`src/rtl/rst_seq.sv`:
```
// Reset synchroniser and sequencer: synchronises an asynchronous active-low
// reset, stretches it by a hold time, then releases N_OUT resets in index
// order with a fixed gap. A level-sampled software request restarts the sequence.
module rst_seq #(
  parameter int               SYNC_STAGES = 2,
  parameter int               N_OUT       = 3,
  parameter int               HOLD_CYCLES = 16,
  parameter int               GAP_CYCLES  = 8,
  parameter logic [N_OUT-1:0] ACTIVE_HIGH = '0
) (
  input  logic             clk,
  input  logic             rst_in,
  input  logic             sw_rst_req,
  output logic [N_OUT-1:0] rst_out,
  output logic             rst_done,
  output logic             busy
);

  localparam int HW = (HOLD_CYCLES > 1) ? $clog2(HOLD_CYCLES) : 1;
  localparam int GW = (GAP_CYCLES > 1) ? $clog2(GAP_CYCLES) : 1;
  localparam int IW = (N_OUT > 1) ? $clog2(N_OUT) : 1;

  localparam logic [HW-1:0] HOLD_LAST = HW'(HOLD_CYCLES - 1);
  localparam logic [GW-1:0] GAP_LAST  = GW'(GAP_CYCLES - 1);
  localparam logic [IW-1:0] IDX_LAST  = IW'(N_OUT - 1);
  localparam logic [IW-1:0] IDX_FIRST = IW'(1);

  typedef enum logic [1:0] {
    ST_ASSERT,
    ST_RELEASE,
    ST_RUN
  } state_t;

  logic [SYNC_STAGES-1:0] sync_p0;
  logic                   sync_n;

  state_t           state_q, state_d;
  logic [HW-1:0]    hold_q, hold_d;
  logic [GW-1:0]    gap_q, gap_d;
  logic [IW-1:0]    idx_q, idx_d;
  logic [N_OUT-1:0] rel_q, rel_d;
  logic [N_OUT-1:0] out_q, out_d;
  logic             done_q, done_d;
  logic             busy_q, busy_d;

  assign sync_n = sync_p0[SYNC_STAGES-1];

  // Synchroniser: asserts asynchronously, releases after SYNC_STAGES edges.
  always_ff @(posedge clk or negedge rst_in) begin
    if (!rst_in) begin
      sync_p0 <= '0;
    end else begin
      sync_p0 <= {sync_p0[SYNC_STAGES-2:0], 1'b1};
    end
  end

  // Sequencer next-state and registered-output values.
  always_comb begin
    state_d = state_q;
    hold_d  = hold_q;
    gap_d   = gap_q;
    idx_d   = idx_q;
    rel_d   = rel_q;
    done_d  = done_q;
    busy_d  = busy_q;
    case (state_q)
      ST_ASSERT: begin
        rel_d  = '0;
        done_d = 1'b0;
        busy_d = 1'b1;
        if (sw_rst_req || !sync_n) begin
          // hold time restarts from the last cycle the request was high
          hold_d = '0;
        end else if (hold_q == HOLD_LAST) begin
          hold_d   = '0;
          rel_d[0] = 1'b1;
          idx_d    = IDX_FIRST;
          gap_d    = '0;
          if (N_OUT == 1) begin
            state_d = ST_RUN;
            done_d  = 1'b1;
            busy_d  = 1'b0;
          end else begin
            state_d = ST_RELEASE;
          end
        end else begin
          hold_d = hold_q + HW'(1);
        end
      end
      ST_RELEASE: begin
        if (sw_rst_req) begin
          state_d = ST_ASSERT;
          rel_d   = '0;
          done_d  = 1'b0;
          busy_d  = 1'b1;
          hold_d  = '0;
        end else if (gap_q == GAP_LAST) begin
          rel_d[idx_q] = 1'b1;
          gap_d        = '0;
          idx_d        = idx_q + IW'(1);
          if (idx_q == IDX_LAST) begin
            state_d = ST_RUN;
            done_d  = 1'b1;
            busy_d  = 1'b0;
          end
        end else begin
          gap_d = gap_q + GW'(1);
        end
      end
      ST_RUN: begin
        if (sw_rst_req) begin
          state_d = ST_ASSERT;
          rel_d   = '0;
          done_d  = 1'b0;
          busy_d  = 1'b1;
          hold_d  = '0;
        end
      end
      default: begin
        state_d = ST_ASSERT;
        rel_d   = '0;
        done_d  = 1'b0;
        busy_d  = 1'b1;
        hold_d  = '0;
      end
    endcase
    out_d = rel_d ^ ACTIVE_HIGH;
  end

  // Sequencer registers; rst_in forces every output asserted without a clock.
  always_ff @(posedge clk or negedge rst_in) begin
    if (!rst_in) begin
      state_q <= ST_ASSERT;
      hold_q  <= '0;
      gap_q   <= '0;
      idx_q   <= '0;
      rel_q   <= '0;
      out_q   <= ACTIVE_HIGH;
      done_q  <= 1'b0;
      busy_q  <= 1'b1;
    end else begin
      state_q <= state_d;
      hold_q  <= hold_d;
      gap_q   <= gap_d;
      idx_q   <= idx_d;
      rel_q   <= rel_d;
      out_q   <= out_d;
      done_q  <= done_d;
      busy_q  <= busy_d;
    end
  end

  assign rst_out  = out_q;
  assign rst_done = done_q;
  assign busy     = busy_q;

endmodule
```
`config.mk`:
```
export PLATFORM = sky130hd
export DESIGN_NAME = rst_seq
export DESIGN_NICKNAME = d
export VERILOG_FILES = /design/src/rtl/rst_seq.sv
export SDC_FILE = /design/constraint.sdc
export NUM_CORES = 1
export LEC_CHECK = 0
export BUFFER_PORTS_ARGS = -buffer_cell sky130_fd_sc_hd__buf_2
export CAP_MARGIN = 20
export CORE_MARGIN = 3
export CORE_UTILIZATION = 45
export CTS_CLUSTER_DIAMETER = 200
export DETAILED_ROUTE_END_ITERATION = 16
export PLACE_DENSITY_LB_ADDON = 0.1
export SYNTH_ARGS = -nofsm -noshare
export SYNTH_HDL_FRONTEND = slang
export SYNTH_SLANG_ARGS = --single-unit
```
`constraint.sdc`:
```
create_clock -name clk -period 1.46 [get_ports clk]
set_input_delay 0.073 -clock clk [delete_from_list [all_inputs] [get_ports clk]]
set_output_delay 0.073 -clock clk [all_outputs]
set_load 0.02 [all_outputs]
```
; Word level (Yosys, flattened, before mapping)
; Cells that the tools add are included.
[word_totals]
latchBits = 0
memories = 0
output_inout_bits = 5
input_bits = 3
ram_bits = 0
ff_bits = 18
romBits = 0
[classes]
n_div = 0
mul = 0
order_cmp = 2
add_sub_neg = 3
n_bitwise = 1
eq_ne = 13
n_reduce_logical = 11
n_shift = 0
mux = 37
[op_table]
columns = cell, n
row1 = two-way mux 3 bit, 7
row2 = two-way mux 2 bit, 8
row3 = two-way mux 4 bit, 3
row4 = two-way mux 1 bit, 11
row5 = inequality test 2 bit (second input constant), 5
row6 = AND reduction 5 bit, 2
row7 = one-hot mux 3 bit (3 select lines), 1
row8 = one-hot mux 4 bit (2 select lines), 1
row9 = inequality test 3 bit (second input constant), 2
row10 = one-hot mux 2 bit (3 select lines), 1
row11 = one-hot mux 3 bit (2 select lines), 1
row12 = adder 4 x 1 -> 4 bit (second input constant), 1
row13 = equality test 2 bit (second input constant), 2
row14 = equality test 4 bit (second input constant), 1
row15 = one-hot mux 1 bit (2 select lines), 2
row16 = one-hot mux 2 bit (2 select lines), 1
row17 = AND reduction 4 bit, 1
row18 = adder 3 x 1 -> 3 bit (second input constant), 1
row19 = equality test 3 bit (second input constant), 1
row20 = < comparator 2 x 3 -> 1 bit (second input constant), 1
row21 = OR 3 bit, 1
row22 = AND reduction 3 bit, 1
row23 = adder 2 x 1 -> 2 bit (second input constant), 1
row24 = demux 1 bit (select 2 bit), 1
row25 = 10 further kinds, 10

; Logic depth before layout (Yosys ltp)
; Gate-level depths: netlist (run 1).
[logic_depth]
depth_word = 8
mapped_depth = 6

; Least setup slack after synthesis (run 1)
; Ideal clock, no wire load.
[synth_path]
path_type = reg2reg
startpoint = reg state_q[1]
endpoint = reg gap_q[0]
arrival_time_ps = 1441
period_less_slack_ps = 1566
path_stages_with_launch = 7
required_ps = 1335
setup_slack_ps = -106
n_path_buf = 1
cell_sequence = dfrtp_1 inv_1 ha_1 buf_4 mux2i_1 nand2_4 mux2_4
[synth_via]
elab_chain_len = 3
[synth_lines]
columns = element, line_no
row1 = from (decl), 37  ; state_t state_q, state_d;
row2 = from (signal assigned), 142  ; state_q <= state_d;
row3 = equality test 2 x 1 -> 1 bit / logical NOT 2 bit (equally long branches), 66  ; case (state_q)
row4 = inequality test 2 bit (no line) / nonzero test 2 bit (equally long branches), -
row5 = AND reduction 4 bit (no line), -
row6 = to (signal assigned), 144  ; gap_q <= gap_d;
row7 = to (decl), 39  ; logic [GW-1:0] gap_q, gap_d;
; Parallel ways exist; a longest one is shown, timed or not.
; A chain may end at the register's enable or synchronous reset.

; Final worst setup path (run 1)
[layout_path]
startpoint = reg state_q[0]
endpoint = reg hold_q[0]
[layout_via]
elab_chain_len = 3
[layout_lines]
columns = element, line_no
row1 = equality test 2 bit / equality test 2 x 1 -> 1 bit (equally long branches), 66
row2 = OR reduction 2 bit (no line), -
row3 = one-hot mux 4 bit (2 select lines) / inequality test 2 x 1 -> 1 bit (equally long branches), -
row4 = to (signal assigned), 143  ; hold_q <= hold_d;
row5 = to (decl), 38  ; logic [HW-1:0] hold_q, hold_d;
; Parallel ways exist; a longest one is shown, timed or not.

==> results of run 1 <==
## timing repair
action                                 in CTS  in global routing
endpoints found under the hold margin      18                  0
gates resized for setup                     5                 32
pin swaps                                   4                 15
setup endpoints to repair                   9                 15
hold buffers                                1                  0
setup buffers                               2                  3
## metrics by stage
step	instances	util	TNS [ns]	hold slack, ns	setup WS, ns
3_5_place_dp	153	0.6088	-0.1717	0.02836	-0.08011
5_1_grt	163	0.7338	-0.5560	0.07684	-0.08297
2_1_floorplan	106	-	-0.04506	-0.2226	-0.02712
3_3_place_gp	153	0.6088	-0.04807	0.02620	-0.02592
6_report	163	0.7338	-0.04116	0.08390	-0.01357
4_1_cts	160	0.6502	-0.06328	0.08713	-0.04327
## worst reg2reg max path: cells and delay by family (launching register included)
kind | cells | cell delay, ns
AO/OA/AOI/OAI | 1 | 0.13
buffers and inverters | 1 | 0.10
adder cells (fa/ha/maj) | 1 | 0.22
AND/OR/NAND/NOR | 1 | 0.52
flip-flops | 1 | 0.46
## worst max-delay path by stage
stage / start / slack (ns) / to / cells after the start
final: state_q[0]$_DFFE_PN0P_ / -0.01 / hold_q[0]$_DFFE_PN0P_ / 4
after global routing: state_q[0]$_DFFE_PN0P_ / -0.08 / idx_q[0]$_DFFE_PN0P_ / 7
after CTS: state_q[0]$_DFFE_PN0P_ / -0.04 / hold_q[0]$_DFFE_PN0P_ / 4
after detailed placement: state_q[0]$_DFFE_PN0P_ / -0.08 / hold_q[0]$_DFFE_PN0P_ / 5
after global placement: state_q[0]$_DFFE_PN0P_ / -0.03 / hold_q[0]$_DFFE_PN0P_ / 5
after floorplan: state_q[0]$_DFFE_PN0P_ / -0.03 / hold_q[0]$_DFFE_PN0P_ / 5
## metal layers
layer,vias up,global-route usage
met1,418,0.2449
met3,6,0.05722
met4,0,0.07469
met2,16,0.2669
met5,-,0
li1,429,-
## sequential cells by signal, summed over array words and instances, names as in the netlist
name,cells
busy,1
gap_q,3
hold_q,4
idx_q,2
rst_done,1
rst_out,3
state_q,2
sync_p0,2
## cells in the mapped netlist
master,number
dfrtp_1,17
a21oi_1,9
nand3_4,1
ha_1,11
o21bai_1,3
nor3_1,3
a22oi_4,1
a31oi_1,1
dfstp_2,1
nor2_1,10
a21boi_1,1
or4b_1,1
nand3_1,2
a41oi_1,2
mux2_4,1
mux2_1,1
nor4_1,1
o22ai_1,1
conb_1,1
nand2_4,1
nand2_1,11
inv_1,9
mux2i_1,4
a32o_1,1
a41o_1,1
buf_4,1
o21ai_0,2
nor2b_1,3
nand2b_1,2
buf_2,1
or2b_1,1
or3b_1,1
## layout make-up
class / count / area [um2] / area share
Inverter: 9 / 38.79 / 0.02539
Timing Repair Buffer: 28 / 219.0 / 0.1433
Clock buffer: 4 / 36.28 / 0.02375
Multi-Input combinational cell: 77 / 747.0 / 0.4889
Tap cell: 27 / 33.78 / 0.02211
Sequential cell: 18 / 452.9 / 0.2965
## logic make-up after synthesis
family | Yosys count
and+or+nand+nor | 37
AOI/OAI and AO/OA | 22
adders and majority gates | 11
buffers and inverters | 11
other | 1
DFF | 18
muxes | 6
## cells in the final DEF (no fill, tap or decap), types with 4 or more instances in the layout
cell and n:
dfrtp_1 16, buf_4 16, nor2_1 9, nand2_1 8, inv_1 7, buf_2 7, a21oi_1 6, ha_2 4
ha_4 4
## power breakdown
group	leakage, nW	switching, mW	internal (mW)
registers	0.220	0.0169	0.516
clock network	0.0210	0.168	0.153
logic	0.463	0.153	0.155
==> flow_metrics.py, run 1 <==
metrics = {
    "timing": {
        "timing.clock.skew_ns": 0.01728,
        "achievable-frequency_mhz": 678.6,
        "rsz_0062_raised_after_global_routing": "yes",
        "finalMaxSlewViolations": 0,
        "fin_crit_sh": 1.009,
        "timing.final.ws_setup_ns": -0.01357,
        "timing.final.hold_violations": 0,
        "setup_viol_count_final": 4,
        "period_minus_slack_ns": 1.474,
    },
    "floorplan": {
        "initial_standard_cell_utilization_of_the_core": 0.5084,
        "rows": 16,
        "die_width_um": 54.50,
        "dieArea_um2": 2970,
        "design.core.area_um2": 2082,
        "vertical_die_dimension_um": 54.50,
        "boundaryPins": 8,
    },
    "detailed_routing": {
        "finalWirelength_um": 2435,
        "dr_total_vias": 869,
        "dr.pass1.iters": 4,
        "wl_met3_um": 87,
        "detail_route.drc_violations": 0,
        "final_antenna_net_count": 0,
        "drt_first_iter_violations": 18,
        "top_layer": "met4",
        "met2RoutedLength_um": 1118,
        "wl_met1_um": 1141,
        "via_per_inst": 5.331,
        "wl_per_cell_um": 14.94,
    },
    "worst_setup_path": {
        "worst_r2r_path_depth": 4,
        "slowest_delay_ns": 0.52,
        "critical_path_launch_point_type": "flip-flop",
        "crit_arrival_ns": 1.73,
        "r2r_slack_ns": -0.01,
        "critical_path_class": "reg -> reg",
        "maximum_fanout_encountered_on_the_critical_timing_path": 4,
        "slowest_stage": "or4b_4",
        "cp.buffers_inverters": 1,
        "critical-path-top-delay-family": "simple AND/OR/NAND/NOR gates",
        "setup.worst_path.end_class": "flip-flop",
        "timing.critical_path.cells": "inv_4 -> ha_4 -> or4b_4 -> a21oi_2",
        "worstPathRequired_ns": 1.72,
        "timing.rr.end": "hold_q[0]$_DFFE_PN0P_",
        "crit-reg2reg-launch": "state_q[0]$_DFFE_PN0P_",
    },
    "grt": {
        "grt_use_total": 0.1817,
        "gr-total-overflow": 0,
        "grt_antenna_before_repair": 0,
        "grt_pass1_vias": 857,
        "pin_count_of_the_biggest_net_entering_global_routing": 19,
        "grt_first_pass_wirelength_um": 3795,
    },
    "synthesis": {
        "synthMuxAreaShare": 0.06265,
        "post_synth_and_or_nand_nor_area_fraction": 0.1856,
        "synth-compound-area-share": 0.1478,
        "synthCells": 106,
        "synth_seq_cells": 18,
        "syn_area_um2": 1059,
        "synth_top_family_by_area": "simple AND/OR/NAND/NOR gates",
        "yosys_warning_total": 0,
        "synth_cell_types": 32,
        "share_of_the_yosys_chip_area_belonging_to_registers": 0.4267,
        "avgSynthCellArea_um2": 9.986,
        "ys_top_cells_by_area": "dfrtp_1 40%, ha_1 13%, a21oi_1 4.3%",
        "synth_top_area_share": 0.4019,
        "synthDominantAreaCellType": "dfrtp_1",
        "synth-adder-area-share": 0.1300,
        "xor_xnor_share_of_the_synthesized_area": 0,
        "number_of_nets_produced_by_synthesis": 120,
    },
    "hold_path": {
        "worstHoldEndpoint": "hold_q[2]$_DFFE_PN0P_",
        "hold_path.startpoint": "sw_rst_req",
        "holdCritPathClass": "in -> reg",
        "min_delay_path_depth": 2,
    },
    "cts": {
        "cts_made_buffers": 3,
        "clock_tree.buffer_depth": 2,
        "clkLatencyLatePin_ns": 0.32,
        "clk_transition_reported_paths_ns": 0.11,
        "cts_tree": "yes",
        "cts_root_buffer": "clkbuf_4",
        "clock_tree.htree_level_count": 1,
        "cts_sinks": 18,
    },
    "cells_and_area": {
        "insertedDiodeCount": 0,
        "final_design_area_no_fill_um2": 1528,
        "area.growth.synth_to_final_pct": 44.33,
        "finalNetCount": 151,
        "layout_filler_cell_count": 139,
        "drive_above_1_share": 0.5000,
    },
    "run_status": {
        "run_status": "finished, violations left",
        "violations": "setup timing",
    },
    "placement": {
        "gp_routability_congestion": 0.7498,
        "io_buffers": 7,
        "place_hpwl_um": 1567,
        "placement.cell_area_um2": 1267,
    },
    "flow_run": {
        "cap_violations": 0,
    },
    "power_and_ir_drop": {
        "vdd_drop_max_mv": 0.7686,
        "leakagePower_nw": 0.7039,
        "p_per_area_nw_per_um2": 760.0,
        "design_power_total_mw": 1.161,
    },
}
(Power assumes the default switching activity.)
==> inputs of run 2 (changes only) <==
BUFFER_PORTS_ARGS = -buffer_cell sky130_fd_sc_hd__clkbuf_2   (was -buffer_cell sky130_fd_sc_hd__buf_2)
CORE_UTILIZATION = 39   (was 45)
==> flow_metrics.py, run 2 (synthesis gave the netlist of run 1 again) <==
metrics = {
    "floorplan": {
        "die_width_um": 58.10,
        "vertical_die_dimension_um": 58.10,
        "dieArea_um2": 3375,
        "design.core.area_um2": 2522,
        "rows": 18,
        "boundaryPins": 8,
        "initial_standard_cell_utilization_of_the_core": 0.4196,
    },
    "worst_setup_path": {
        "maximum_fanout_encountered_on_the_critical_timing_path": 4,
        "worstPathRequired_ns": 1.71,
        "crit_arrival_ns": 1.73,
        "critical_path_launch_point_type": "flip-flop",
        "critical_path_class": "reg -> reg",
        "setup.worst_path.end_class": "flip-flop",
    },
    "grt": {
        "grt_use_total": 0.1574,
        "grt_first_pass_wirelength_um": 3974,
        "grt_pass1_vias": 897,
        "grt_antenna_before_repair": 0,
        "pin_count_of_the_biggest_net_entering_global_routing": 19,
        "gr-total-overflow": 0,
    },
    "detailed_routing": {
        "wl_met3_um": 102,
        "final_antenna_net_count": 0,
        "finalWirelength_um": 2409,
        "via_per_inst": 5.254,
        "dr_total_vias": 909,
        "drt_first_iter_violations": 16,
        "wl_met1_um": 1040,
        "wl_per_cell_um": 13.92,
        "detail_route.drc_violations": 0,
        "met2RoutedLength_um": 1218,
        "dr.pass1.iters": 4,
        "top_layer": "met4",
    },
    "cells_and_area": {
        "area.growth.synth_to_final_pct": 44.80,
        "final-seq-area_um2": 451.7,
        "drive_above_1_share": 0.5035,
        "largest_register_ff_count": 4,
        "layout_filler_cell_count": 207,
        "largest-register": "hold_q",
        "layout_commonest_cell": "buf_4",
        "final_util": 0.6076,
        "finish.cell_count_without_fillers": 173,
        "finalNetCount": 158,
        "final_cell_mix": "25 x buf_4, 17 x dfrtp_1, 9 x nand2_1, 9 x nor2_1, 7 x clkbuf_2",
        "final_design_area_no_fill_um2": 1533,
        "insertedDiodeCount": 0,
        "multi_input_comb_area_um2": 725.7,
    },
    "cts": {
        "clkLatencyLatePin_ns": 0.31,
        "cts_root_buffer": "clkbuf_4",
        "clock_tree.buffer_depth": 2,
        "cts_made_buffers": 3,
        "clock_tree.htree_level_count": 1,
        "cts_sinks": 18,
        "clk_transition_reported_paths_ns": 0.11,
        "cts_tree": "yes",
    },
    "timing": {
        "fin_crit_sh": 1.017,
        "achievable-frequency_mhz": 673.6,
        "timing.final.hold_violations": 0,
        "finalMaxSlewViolations": 0,
        "rsz_0062_raised_after_global_routing": "yes",
        "timing.final.ws_setup_ns": -0.02446,
        "period_minus_slack_ns": 1.484,
        "setup_viol_count_final": 3,
        "timing.clock.skew_ns": 0.01547,
        "fin_setup_tns_ns": -0.05540,
    },
    "run_status": {
        "violations": "setup timing",
        "run_status": "finished, violations left",
    },
    "power_and_ir_drop": {
        "vdd_drop_max_mv": 0.6955,
        "leakagePower_nw": 0.7186,
        "p_per_area_nw_per_um2": 714.7,
    },
    "placement": {
        "io_buffers": 7,
        "preCtsSetupSlack_ns": -0.06851,
        "gp_routability_congestion": 0.7228,
        "placed_cells": 161,
        "placement.cell_area_um2": 1309,
        "place_hpwl_um": 1622,
    },
    "flow_run": {
        "cap_violations": 0,
    },
    "hold_path": {
        "holdCritPathClass": "in -> reg",
    },
}
## run 2: cell types whose count changed in the layout (fill, tap and decap cells not counted), moves of 2 or more
cell	before	now
buf_2	7	0
buf_4	16	25
clkbuf_2	0	7
inv_2	0	2
nor3_1	0	2
nor3_2	3	1
## run 2: where the power goes
group	total, mW	internal [mW]	switching, mW
sequential	0.532	0.516	0.0162
clock	0.266	0.107	0.159
combinational	0.298	0.153	0.145
## run 2: area by class of cell
class	count	share of cell area
multi-input combinational	77	0.4735
sequential	18	0.2947
timing repair buffer	35	0.1665
tap	30	0.02449
inverter	9	0.02367
clock buffer	4	0.01714
## run 2: path summary, 6_finish.rpt
kind                       slack (ns)                     to  cells past startpoint                   start
max in group asynchronous        0.87       busy$_DFFE_PN1P_                      2                  rst_in
hold reg to reg                  0.36   sync_p0[1]$_DFF_PN0_                      0    sync_p0[0]$_DFF_PN0_
setup / recovery                -0.02  hold_q[0]$_DFFE_PN0P_                      4  state_q[0]$_DFFE_PN0P_
setup reg to reg                -0.02  hold_q[0]$_DFFE_PN0P_                      4  state_q[0]$_DFFE_PN0P_
hold / removal                   0.09  hold_q[0]$_DFFE_PN0P_                      2              sw_rst_req
min in group asynchronous        0.23  hold_q[2]$_DFFE_PN0P_                      2                  rst_in
## run 2: worst max-delay path, cell delays in order, from the launching register on
cell     delay (ns)
dfrtp_1        0.44
inv_2          0.13
ha_4           0.22
or4b_4         0.51
a21oi_2        0.12
## run 2: metal layers
layer  up-vias  track usage
met1       433       0.1935
met4         0      0.07947
li1        440            -
met5         -            0
met3         8      0.02895
met2        28       0.2629
## run 2: stage by stage
step                      power (mW)  hold slack [ns]
after floorplan               0.6829          -0.2226
after CTS                      1.052           0.1105
after global routing           1.160          0.09541
after global placement        0.7631          0.03970
after detailed placement      0.7665          0.04371
final                          1.095          0.08738
## run 2: what timing repair did
item,4_1_cts,5_1_grt
pin swaps,4,7
buffers inserted,1,6
endpoints found under the setup margin,10,15
gates cloned,0,0
hold buffers,1,0
gates resized for setup,5,26
endpoints found under the hold margin,17,0
